===== src/rtl/b3_count_ctrl_pkg.sv =====
// Shared definitions for the base-3 count sequencer: state encoding,
// digit codes and the per-digit width.
package b3_count_ctrl_pkg;

  localparam int DIGIT_W = 2;

  localparam logic [DIGIT_W-1:0] B3_D0  = 2'b00;
  localparam logic [DIGIT_W-1:0] B3_D1  = 2'b01;
  localparam logic [DIGIT_W-1:0] B3_D2  = 2'b10;
  localparam logic [DIGIT_W-1:0] B3_ILL = 2'b11;

  typedef enum logic [1:0] {
    ST_IDLE = 2'b00,
    ST_RUN  = 2'b01,
    ST_HOLD = 2'b10,
    ST_DONE = 2'b11
  } state_t;

  function automatic logic digit_legal(input logic [DIGIT_W-1:0] d);
    return (d != B3_ILL);
  endfunction

endpackage


===== src/rtl/b3_count_ctrl_if.sv =====
// Host-side command/status bundle of the base-3 count sequencer.
interface b3_count_ctrl_if #(
  parameter int DIGITS = 3
);
  logic                  start;
  logic [2*DIGITS-1:0]   target;
  logic                  pause;
  logic                  abort;
  logic                  ack;
  logic [2*DIGITS-1:0]   count;
  logic                  busy;
  logic                  done;
  logic                  err;

  modport master (
    output start, target, pause, abort, ack,
    input  count, busy, done, err
  );

  modport slave (
    input  start, target, pause, abort, ack,
    output count, busy, done, err
  );
endinterface


===== src/rtl/b3_digit_reg.sv =====
// One base-3 digit (codes 00/01/10) with synchronous clear and a
// same-cycle carry so a chain of these ripples in one clock.
module b3_digit_reg
  import b3_count_ctrl_pkg::*;
(
  input  logic               clock,
  input  logic               clear,
  input  logic               enable,
  output logic               carry,
  output logic [DIGIT_W-1:0] value
);

  logic [DIGIT_W-1:0] value_r;

  // Digit state: clear wins, then wrap 2 -> 0 on enable, else hold.
  always_ff @(posedge clock) begin
    if (clear) begin
      value_r <= B3_D0;
    end else if (enable) begin
      value_r <= (value_r == B3_D2) ? B3_D0 : (value_r + 2'd1);
    end else begin
      value_r <= value_r;
    end
  end

  assign carry = enable && (value_r == B3_D2);
  assign value = value_r;

endmodule


===== src/rtl/b3_count_ctrl.sv =====
// Sequencer that drives a chain of base-3 digits from start to target,
// with pause, abort and a done flag held until acknowledged.
module b3_count_ctrl
  import b3_count_ctrl_pkg::*;
#(
  parameter int DIGITS = 3
) (
  input  logic             clock,
  input  logic             reset,
  b3_count_ctrl_if.slave   bus
);

  localparam int CW = DIGIT_W * DIGITS;

  state_t          state_r;
  state_t          next_state_s;
  logic [CW-1:0]   target_r;
  logic [CW-1:0]   count_s;
  logic            busy_r;
  logic            done_r;
  logic            err_r;
  logic            err_next_s;
  logic            latch_s;
  logic            inc_s;
  logic            clr_s;
  logic            legal_s;
  logic [DIGITS:0] carry_s;
  logic            carry_unused_s;

  // Every digit of the requested target must be a legal base-3 code.
  always_comb begin
    legal_s = 1'b1;
    for (int i = 0; i < DIGITS; i++) begin
      if (!digit_legal(bus.target[DIGIT_W*i +: DIGIT_W])) begin
        legal_s = 1'b0;
      end else begin
        legal_s = legal_s;
      end
    end
  end

  // Next-state, increment and clear decode; RUN priority is abort, match, pause.
  always_comb begin
    next_state_s = state_r;
    err_next_s   = 1'b0;
    latch_s      = 1'b0;
    inc_s        = 1'b0;
    clr_s        = 1'b0;
    case (state_r)
      ST_IDLE: begin
        if (bus.start && legal_s) begin
          latch_s      = 1'b1;
          next_state_s = ST_RUN;
        end else if (bus.start) begin
          err_next_s   = 1'b1;
        end else begin
          next_state_s = ST_IDLE;
        end
      end
      ST_RUN: begin
        if (bus.abort) begin
          clr_s        = 1'b1;
          next_state_s = ST_IDLE;
        end else if (count_s == target_r) begin
          next_state_s = ST_DONE;
        end else if (bus.pause) begin
          next_state_s = ST_HOLD;
        end else begin
          inc_s        = 1'b1;
        end
      end
      ST_HOLD: begin
        if (bus.abort) begin
          clr_s        = 1'b1;
          next_state_s = ST_IDLE;
        end else if (!bus.pause) begin
          next_state_s = ST_RUN;
        end else begin
          next_state_s = ST_HOLD;
        end
      end
      ST_DONE: begin
        if (bus.ack) begin
          clr_s        = 1'b1;
          next_state_s = ST_IDLE;
        end else begin
          next_state_s = ST_DONE;
        end
      end
      default: begin
        clr_s        = 1'b1;
        next_state_s = ST_IDLE;
      end
    endcase
  end

  // State, latched target and status flags decoded from the next state.
  always_ff @(posedge clock) begin
    if (reset) begin
      state_r  <= ST_IDLE;
      target_r <= '0;
      busy_r   <= 1'b0;
      done_r   <= 1'b0;
      err_r    <= 1'b0;
    end else begin
      state_r  <= next_state_s;
      target_r <= latch_s ? bus.target : target_r;
      busy_r   <= (next_state_s == ST_RUN) || (next_state_s == ST_HOLD);
      done_r   <= (next_state_s == ST_DONE);
      err_r    <= err_next_s;
    end
  end

  assign carry_s[0] = inc_s;

  // The count never passes the target, so the top carry is never consumed.
  genvar g;
  generate
    for (g = 0; g < DIGITS; g++) begin : g_digit
      b3_digit_reg u_digit (
        .clock  (clock),
        .clear  (reset || clr_s),
        .enable (carry_s[g]),
        .carry  (carry_s[g+1]),
        .value  (count_s[DIGIT_W*g +: DIGIT_W])
      );
    end
  endgenerate

  assign carry_unused_s = carry_s[DIGITS];

  assign bus.count = count_s;
  assign bus.busy  = busy_r;
  assign bus.done  = done_r;
  assign bus.err   = err_r;

endmodule


===== src/flat_wrapper.sv =====
// flat-port wrapper written by rule: the top's interface ports become plain ports
module b3_count_ctrl_flat import b3_count_ctrl_pkg::*;
#(
  parameter int DIGITS = 3
)
  (clock, reset, bus_start, bus_target, bus_pause, bus_abort, bus_ack, bus_count, bus_busy, bus_done, bus_err);
  b3_count_ctrl_if #(.DIGITS(DIGITS)) bus_i ();
  input  logic clock;
  input  logic reset;
  input wire logic [$bits(bus_i.start)-1:0] bus_start;
  input wire logic [$bits(bus_i.target)-1:0] bus_target;
  input wire logic [$bits(bus_i.pause)-1:0] bus_pause;
  input wire logic [$bits(bus_i.abort)-1:0] bus_abort;
  input wire logic [$bits(bus_i.ack)-1:0] bus_ack;
  output wire logic [$bits(bus_i.count)-1:0] bus_count;
  output wire logic [$bits(bus_i.busy)-1:0] bus_busy;
  output wire logic [$bits(bus_i.done)-1:0] bus_done;
  output wire logic [$bits(bus_i.err)-1:0] bus_err;
  assign bus_i.start = bus_start;
  assign bus_i.target = bus_target;
  assign bus_i.pause = bus_pause;
  assign bus_i.abort = bus_abort;
  assign bus_i.ack = bus_ack;
  assign bus_count = bus_i.count;
  assign bus_busy = bus_i.busy;
  assign bus_done = bus_i.done;
  assign bus_err = bus_i.err;
  b3_count_ctrl #(.DIGITS(DIGITS)) u_core (.clock(clock), .reset(reset), .bus(bus_i));
endmodule

===== config.mk =====
export PLATFORM = sky130hd
export DESIGN_NAME = b3_count_ctrl_flat
export DESIGN_NICKNAME = d
export VERILOG_FILES = /design/src/rtl/b3_count_ctrl_pkg.sv /design/src/rtl/b3_count_ctrl_if.sv /design/src/rtl/b3_digit_reg.sv /design/src/rtl/b3_count_ctrl.sv /design/src/flat_wrapper.sv
export SDC_FILE = /design/constraint.sdc
export NUM_CORES = 1
export LEC_CHECK = 0
export CORE_MARGIN = 8
export CORE_UTILIZATION = 48
export DETAILED_ROUTE_END_ITERATION = 10
export PLACE_DENSITY = 0.77
export SYNTH_ARGS = -nofsm -noshare
export SYNTH_HDL_FRONTEND = slang
export SYNTH_SLANG_ARGS = --single-unit

===== constraint.sdc =====
create_clock -name clock -period 2.7 [get_ports clock]
set_input_delay 0.27 -clock clock [delete_from_list [all_inputs] [get_ports clock]]
set_output_delay 0.27 -clock clock [all_outputs]
set_load 0.01 [all_outputs]

==> results.cfg, run 1 <==
[outcome]
status = complete, no violations

[global_route]
grt_pass1_vias = 761
grt-ovfl-total = 0
grt.total_usage_pct = 11.94
grt-busiest-layer = met2
grt_pass1_wl_um = 3270
grt_max_degree = 14
grt_use_met3_pct = 4.338
groute.layer.met1.usage_pct = 12.62
grtUsageMet2_pct = 21.18
antenna_found_initial = 0

[layout]
fill_cells = 162
finalNetCount = 138
final_area_um2 = 1147
antennaDiodeCount = 0
drive_gt1_share_pct = 8.403
syn2layout_area_growth_pct = 28.43

[placement]
dpl-instance-area_um2 = 1121
dp_slack_ps = 527.4
io_buffers = 20
gp_congestion = 0.7919
place_hpwl_um = 1555

[timing]
clock_skew_ps = 2.609
setup-violations-final = 0
slew_headroom_pct = 62.72
drv_slew = 0
period_needed_ps = 2146
hold_violations = 0
period_share_pct = 79.49
rsz0062_at_grt = false
worst_pin_slew_ps = 545.1
max_freq_mhz = 465.9
setup_ws_ps = 553.7
setup_tns_ps = 0

[drt]
dr.pass1.iters = 4
drt_iter0_drc = 27
wl_per_cell_um = 13.64
vias_per_cell = 5.361
detail-route-antenna-nets = 0
vias = 772
wl_um = 1964
drc_errors = 0

[die]
coreArea_um2 = 1745
ioPinCount = 21
start_util_pct = 51.18
dieArea_um2 = 3498
die_w_um = 59.14
die_h_um = 59.14
num_rows = 15

[clock_tree]
cts_setup_buffers = 0
cts-root-buf = clkbuf_4
cts_sinks = 17
clk_path_buf_depth = 2
cts.clk_slew.worst_paths_ps = 90
cts_resized = 0
insertion_delay_ps = 290
htreeDepth = 1
hold_buffers = 0
tritoncts = yes
cts_buffers = 3

[synthesis]
synth_cell_types = 31
syn_inst = 96
ys_seq_area_share_pct = 38.10
synth_area_per_cell_um2 = 9.306
synth_edf_count = 0
synth_area_um2 = 893.4
synth_top_area_share_pct = 38.10
yosysTopAreaCell = dfxtp_1
syn_nets = 114
synth_flop_cell = dfxtp_1
yosys_warnings = 0
ys_ff_latch = 17
synth-async-reset-ratio_pct = 0
synthTopCellsByArea = dfxtp_1 38%, mux2i_1 9.0%, ha_1 8.4%
synth.most_common_cell = dfxtp_1
ys_top_cells_by_count = 17 x dfxtp_1, 12 x nor2_1, 8 x mux2i_1

[power]
powerDensity_nw_per_um2 = 636.7
p_leak_nw = 0.4482
vdd_drop_max_v = 0.0004052

[hold_path]
hold_start = u_core.target_r[3]$_SDFFE_PP0P_
min_path_cells = 2
worst_hold_path_type = reg2reg
whs_endpoint = u_core.target_r[3]$_SDFFE_PP0P_

[setup_path]
path_cells = inv_1 > ha_1 > a21oi_1 > nor3_1 > a2111oi_0 > a21oi_1 > ha_1 > nor2b_1
critPathSlowestCell = a2111oi_0
cpPeakStageDelay_ps = 520
crit_path_start_kind = register
rrSetupSlack_ps = 550
crit_buf_inv = 1
crit_required_ps = 2870
setup.worst_path.class = reg2reg
regToRegEndpoint = u_core.bus.busy$_SDFF_PP0_
cp.arrival_ps = 2320
cp_max_fo = 5
crit_family = compound AO/OA/AOI/OAI gates
reg2reg_depth = 8
r2r-start = u_core.state_r[1]$_SDFF_PP0_
cp-end-kind = register

[flow_run]
cap_violations = 0
[worst reg2reg max path, stage by stage, from the launching register on]
cell       delay, ps
dfxtp_1          400
inv_1            100
ha_1             250
a21oi_1          180
nor3_1            60
a2111oi_0        520
a21oi_1          100
ha_1             300
nor2b_1          120
[flip-flops by register name (all words and copies together) (netlist names)]
name / cells
u_core.g_digit.u_digit.value: 6
u_core.target_r: 6
u_core.state_r: 2
u_core.bus.busy: 1
u_core.bus.done: 1
u_core.bus.err: 1
[metal layers]
metal | part of all wire [%] | wire length (µm)
met2 | 50 | 987
met4 | 2.1 | 41
met3 | 4.1 | 81
met1 | 43 | 853
met5 | 0 | 0
[logic make-up after synthesis]
kind of cell | Yosys count | share of synthesized area, %
simple gates | 37 | 21.99
compound gates | 18 | 14.99
flops | 17 | 38.10
mux | 8 | 8.964
xor+xnor | 6 | 5.882
fa+ha+maj | 6 | 8.403
buf+inv | 4 | 1.680
[metrics by stage]
stage / power, W / hold slack (ps) / utilization (%) / cells
5_1_grt: 0.0007815 / 566.4 / 65.73 / 144
2_1_floorplan: 0.0005086 / 341.6 / - / 96
4_1_cts: 0.0007348 / 541.9 / 65.73 / 144
3_5_place_dp: 0.0005942 / 522.0 / 64.23 / 140
6_report: 0.0007306 / 537.8 / 65.73 / 144
3_3_place_gp: 0.0005914 / 508.1 / 64.23 / 140
[placed cells by master, fill, tap and decap left out, drive strengths merged, types with 4 or more instances in the layout]
cell / synthesis / final
clkdlybuf4s50: 0 / 20
mux2i: 8 / 8
xnor2: 6 / 6
ha: 6 / 6
nor2: 12 / 12
clkbuf: 1 / 4
dfxtp: 17 / 17
nor2b: 4 / 4
a21oi: 5 / 5
nand2: 6 / 6
[worst max path at each step]
stage / from / endpoint / slack, ps / cells after the start
finish: u_core.state_r[1]$_SDFF_PP0_ / u_core.bus.busy$_SDFF_PP0_ / 550 / 8
global route: u_core.state_r[1]$_SDFF_PP0_ / u_core.bus.busy$_SDFF_PP0_ / 360 / 8
CTS: u_core.state_r[1]$_SDFF_PP0_ / u_core.bus.busy$_SDFF_PP0_ / 550 / 8
detailed placement: bus_target[1] / u_core.bus.busy$_SDFF_PP0_ / 530 / 6
global placement: bus_target[1] / u_core.bus.busy$_SDFF_PP0_ / 520 / 7
floorplan: u_core.state_r[1]$_SDFF_PP0_ / u_core.bus.busy$_SDFF_PP0_ / 770 / 8
[cell type report]
type                       instances  area, µm²  share of cell area [%]
timing repair buffer              20      200.2                   17.45
sequential                        17      340.3                   29.66
inverter                           3      11.26                  0.9815
multi-input combinational         75      538.0                   46.89
clock buffer                       4      26.28                   2.290
tap                               25      31.28                   2.726
[report_power, final]
group,total [W],internal (W),switching (W)
combinational,0.000289,0.000134,0.000155
sequential,0.000307,0.000283,0.0000244
clock,0.000135,0.0000575,0.0000774
Power figures use the tool's default switching activity.
==> run 2: changes to the inputs <==
==> constraint.sdc (replaced) <==
create_clock -name clock -period 2.15 [get_ports clock]
set_input_delay 0.215 -clock clock [delete_from_list [all_inputs] [get_ports clock]]
set_output_delay 0.215 -clock clock [all_outputs]
set_load 0.01 [all_outputs]
==> run 2 against run 1 <==
Compared with the run above:
- via count increased by 5.4%
- clock power is 30% higher
- worst hold slack improved by 1.8 ps
- sequential cell count stayed put
- non-clock buffer count rose by 6
- largest cell class unchanged
- register-to-register slack lost 390 ps
- global-route usage grew 1.7 points
- combinational power up 49%
- sequential power increased by 24%
- largest power group is now combinational cells
==> results.cfg, run 2 (synthesized netlist as in run 1, its figures left out) <==
[outcome]
status = complete, no violations

[drt]
dr.pass1.iters = 4
wl_per_cell_um = 13.98
vias = 814
drc_errors = 0
vias_per_cell = 5.427
drt_iter0_drc = 11
wl_um = 2097
detail-route-antenna-nets = 0

[layout]
syn2layout_area_growth_pct = 34.31
fill_cells = 134
finalNetCount = 144
antennaDiodeCount = 0
drive_gt1_share_pct = 14.40
final_common_cell = clkdlybuf4s50_1
final_cell_mix = 20 x clkdlybuf4s50_1, 17 x dfxtp_1, 12 x nor2_1
utilization_pct = 68.75

[clock_tree]
cts.clk_slew.worst_paths_ps = 100
insertion_delay_ps = 300
tritoncts = yes
cts-root-buf = clkbuf_4
cts_buffers = 3
cts_sinks = 17
htreeDepth = 1
cts_setup_buffers = 0
clk_path_buf_depth = 2

[flow_run]
cap_violations = 0

[global_route]
grt-ovfl-total = 0
grt_pass1_vias = 836
grt.total_usage_pct = 13.67
antenna_found_initial = 0
grt_max_degree = 13
grt_pass1_wl_um = 3629

[power]
p_leak_nw = 0.4815
p_clk_share_pct = 17.9
powerDensity_nw_per_um2 = 822.1
cellInternalPower_w = 0.0006369
seqPwrFrac_pct = 38.5
power_w = 0.0009865
p_switching_w = 0.0003495
comb_power_share_pct = 43.6
switching_share_pct = 35.43
vdd_drop_max_v = 0.0006462

[setup_path]
cp-end-kind = register
crit_path_start_kind = register
cp_max_fo = 5
cp-startpoint = u_core.state_r[0]$_SDFF_PP0_
rrSetupSlack_ps = 160
crit_required_ps = 2350
cp.arrival_ps = 2190
r2r-start = u_core.state_r[0]$_SDFF_PP0_
crit_end = u_core.bus.busy$_SDFF_PP0_
reg2reg_depth = 9
setup.worst_path.class = reg2reg
regToRegEndpoint = u_core.bus.busy$_SDFF_PP0_

[timing]
setup_tns_ps = 0
rsz0062_at_grt = false
hold_violations = 0
period_needed_ps = 1986
worst_pin_slew_ps = 340.0
max_freq_mhz = 503.5
clock_skew_ps = 2.910
slew_headroom_pct = 77.12
drv_slew = 0
setup-violations-final = 0
period_share_pct = 92.38
setup_ws_ps = 163.9

[hold_path]
worst_hold_path_type = reg2reg

[die]
start_util_pct = 51.18
coreArea_um2 = 1745
ioPinCount = 21
die_h_um = 59.14
num_rows = 15
die_w_um = 59.14
dieArea_um2 = 3498

[placement]
dp_slack_ps = 121.3
place_hpwl_um = 1748
io_buffers = 20
gp_congestion = 0.8353
run 2: power by group through the flow:
stage	logic [W]	clock network, W	registers, W
after CTS	0.000419	0.000183	0.000380
final	0.000430	0.000176	0.000380
after global placement	0.000402	0	0.000385
after floorplan	0.000245	0	0.000394
after detailed placement	0.000419	0	0.000388
after global routing	0.000477	0.000199	0.000384
run 2: metrics by stage:
stage / instances / cell area (µm²) / hold slack (ps)
final: 150 / 1200 / 539.6
after global routing: 150 / 1200 / 550.7
after CTS: 150 / 1194 / 533.8
after detailed placement: 146 / 1166 / 527.5
after global placement: 146 / 1166 / 504.0
after floorplan: 96 / 893.4 / 286.6
run 2: timing repair:
item,CTS,global route
hold buffers,0,0
resized for setup,0,2
setup endpoints to repair,0,1
endpoints found under the hold margin,0,0
run 2: area by class of cell:
type	instances	area [µm²]	share of cell area, %
multi-input cells	75	544.3	45.36
flip-flops and latches	17	340.3	28.36
repair buffers	26	245.2	20.44
well taps	25	31.28	2.607
clock buffers	3	22.52	1.877
inverters	3	11.26	0.9385
clock inverters	1	5.005	0.4171
run 2: metal layers:
metal,up-vias,GRT usage [%],wire length (µm)
met5,-,0,0
met4,0,7.509,58
met3,8,5.640,131
met2,22,25.08,1077
met1,376,12.38,829
li1,408,-,-
run 2: critical path, cell delays in order (launching register included):
cell,delay [ps]
dfxtp_1,410
inv_1,110
ha_1,220
a21oi_1,120
nor3_1,80
a2111oi_2,340
buf_4,170
a21oi_1,40
ha_1,290
nor2b_1,120
run 2: worst min path at each step:
stage | start | to | slack (ps) | cells after the start
floorplan | reset | u_core.bus.busy$_SDFF_PP0_ | 290 | 1
global placement | u_core.target_r[4]$_SDFFE_PP0P_ | u_core.target_r[4]$_SDFFE_PP0P_ | 500 | 2
detailed placement | u_core.g_digit[2].u_digit.value[0]$_SDFFE_PP0P_ | u_core.g_digit[2].u_digit.value[1]$_SDFFE_PP0P_ | 530 | 2
CTS | bus_target[4] | u_core.target_r[4]$_SDFFE_PP0P_ | 530 | 3
global route | bus_target[1] | u_core.target_r[1]$_SDFFE_PP0P_ | 550 | 3
finish | u_core.g_digit[0].u_digit.value[0]$_SDFFE_PP0P_ | u_core.g_digit[0].u_digit.value[0]$_SDFFE_PP0P_ | 540 | 2
==> run 3: changes to the inputs <==
--- a/config.mk
+++ b/config.mk
@@ -5,7 +5,6 @@
 export SDC_FILE = /design/constraint.sdc
 export NUM_CORES = 1
 export LEC_CHECK = 0
-export CORE_MARGIN = 8
 export CORE_UTILIZATION = 48
 export DETAILED_ROUTE_END_ITERATION = 10
 export PLACE_DENSITY = 0.77
==> run 3 against run 2 <==
Compared with the run above:
- clock power shrank 5%
- final cell count grew 0.67%
- setup slack lost 17 ps
- critical endpoint unchanged
- first-iteration DRC count grew 18%
- sequential power grew 1%
- highest routed layer is now met3
- largest cell class unchanged
==> results.cfg, run 3 (synthesized netlist as in run 1, its figures left out) <==
[clock_tree]
cts_setup_buffers = 0
cts_resized = 0
cts.clk_slew.worst_paths_ps = 100
cts_sinks = 17
tritoncts = yes
cts-root-buf = clkbuf_4
htreeDepth = 1
clk_path_buf_depth = 2
hold_buffers = 0
insertion_delay_ps = 280
cts_buffers = 3

[hold_path]
min_path_cells = 2
worst_hold_path_type = reg2reg
whs_endpoint = u_core.target_r[5]$_SDFFE_PP0P_
hold_start = u_core.target_r[5]$_SDFFE_PP0P_

[layout]
finalNetCount = 145
syn2layout_area_growth_pct = 34.73
final_cell_mix = 20 x clkdlybuf4s50_1, 16 x dfxtp_1, 12 x nor2_1
multiInputGateArea_um2 = 539.3
antennaDiodeCount = 0
final_area_um2 = 1204
drive_gt1_share_pct = 15.08
fill_cells = 149
final_common_cell = clkdlybuf4s50_1
regArea_um2 = 341.6
instances_no_fill = 151

[timing]
setup-violations-final = 0
worst_hold_slack_ps = 533.3
period_needed_ps = 2003
period_share_pct = 93.15
slew_headroom_pct = 69.21
drv_slew = 0
rsz0062_at_grt = false
setup_tns_ps = 0
clock_skew_ps = 4.283
hold_violations = 0
worst_pin_slew_ps = 461.9
max_freq_mhz = 499.3

[setup_path]
reg2reg_depth = 9
critPathSlowestCell = a2111oi_1
crit_family = compound AO/OA/AOI/OAI gates
cp_max_fo = 4
crit_buf_inv = 2
crit_path_start_kind = register
cp-end-kind = register
regToRegEndpoint = u_core.bus.busy$_SDFF_PP0_
setup.worst_path.class = reg2reg
crit_required_ps = 2340
cp.arrival_ps = 2190
r2r-start = u_core.state_r[1]$_SDFF_PP0_
path_cells = inv_1 > ha_1 > a21oi_1 > nor3_1 > a2111oi_1 > buf_4 > a21oi_1 > ha_1 > nor2b_1
cpPeakStageDelay_ps = 370
rrSetupSlack_ps = 150

[drt]
detail-route-antenna-nets = 0
wl_um = 1884
vias = 806
drc_errors = 0
wl_per_cell_um = 12.48
dr.pass1.iters = 4
vias_per_cell = 5.338
drt_iter0_drc = 13

[power]
p_leak_nw = 0.4863
powerDensity_nw_per_um2 = 801.7
vdd_drop_max_v = 0.0005406

[die]
start_util_pct = 51.74
ioPinCount = 21
coreArea_um2 = 1727
dieArea_um2 = 2038
die_h_um = 45.14
num_rows = 15
die_w_um = 45.14

[global_route]
grt_pass1_vias = 718
grt-ovfl-total = 0
grt.total_usage_pct = 20.27
grt_max_degree = 13
antenna_found_initial = 0
grt_pass1_wl_um = 2994

[placement]
place_hpwl_um = 1479
placed_cells = 147
io_buffers = 20
dpl-instance-area_um2 = 1174
gp_congestion = 0.8896

[outcome]
status = complete, no violations

[flow_run]
cap_violations = 0
run 3: cell types whose count changed in the layout (fill, tap and decap cells not counted), sizes merged:
cell  delta
buf      +1
run 3: final cells by class:
cell class | count | share of cell area (%)
clock inverter | 1 | 0.4158
multi-input combinational | 75 | 44.80
inverter | 3 | 0.9356
clock buffer | 3 | 1.871
tap | 25 | 2.599
timing repair buffer | 27 | 21.00
sequential | 17 | 28.38
run 3: power breakdown:
part           switching, W  internal (W)  leakage, nW
clock network     0.0000989     0.0000690       0.0177
logic              0.000205      0.000207        0.330
registers         0.0000283      0.000357        0.139
run 3: worst register-to-register path: stages, from the launching register on:
cell	delay (ps)
dfxtp_1	360
inv_1	80
ha_1	230
a21oi_1	170
nor3_1	70
a2111oi_1	370
buf_4	180
a21oi_1	40
ha_1	290
nor2b_1	120
run 3: metal layers:
layer | GRT usage, % | vias up | share of wire (%)
met5 | 0 | - | 0
met2 | 31.59 | 21 | 48
met4 | 5.455 | 0 | 0
li1 | - | 405 | -
met1 | 28.96 | 380 | 47
met3 | 3.200 | 0 | 5.5
run 3: how the worst max path moves through the flow:
| stage | from | to | slack [ps] | cells after the start |
|---|---|---|---|---|
| after floorplan | u_core.state_r[1]$_SDFF_PP0_ | u_core.bus.busy$_SDFF_PP0_ | 220 | 8 |
| final | u_core.state_r[1]$_SDFF_PP0_ | u_core.bus.busy$_SDFF_PP0_ | 150 | 9 |
| after global placement | bus_target[1] | u_core.bus.busy$_SDFF_PP0_ | 140 | 7 |
| after detailed placement | u_core.state_r[0]$_SDFF_PP0_ | u_core.bus.busy$_SDFF_PP0_ | 120 | 9 |
| after CTS | u_core.state_r[0]$_SDFF_PP0_ | u_core.bus.busy$_SDFF_PP0_ | 100 | 9 |
| after global routing | u_core.state_r[1]$_SDFF_PP0_ | u_core.bus.busy$_SDFF_PP0_ | 40 | 9 |
run 3: through the flow:
step	setup slack (ps)	power [W]	util, %
6_report	147.2	0.0009650	69.71
5_1_grt	36.43	0.001043	69.71
4_1_cts	95.54	0.0009623	69.57
3_5_place_dp	120.0	0.0007917	67.97
3_3_place_gp	139.7	0.0007825	67.97
2_1_floorplan	219.8	0.0006387	-
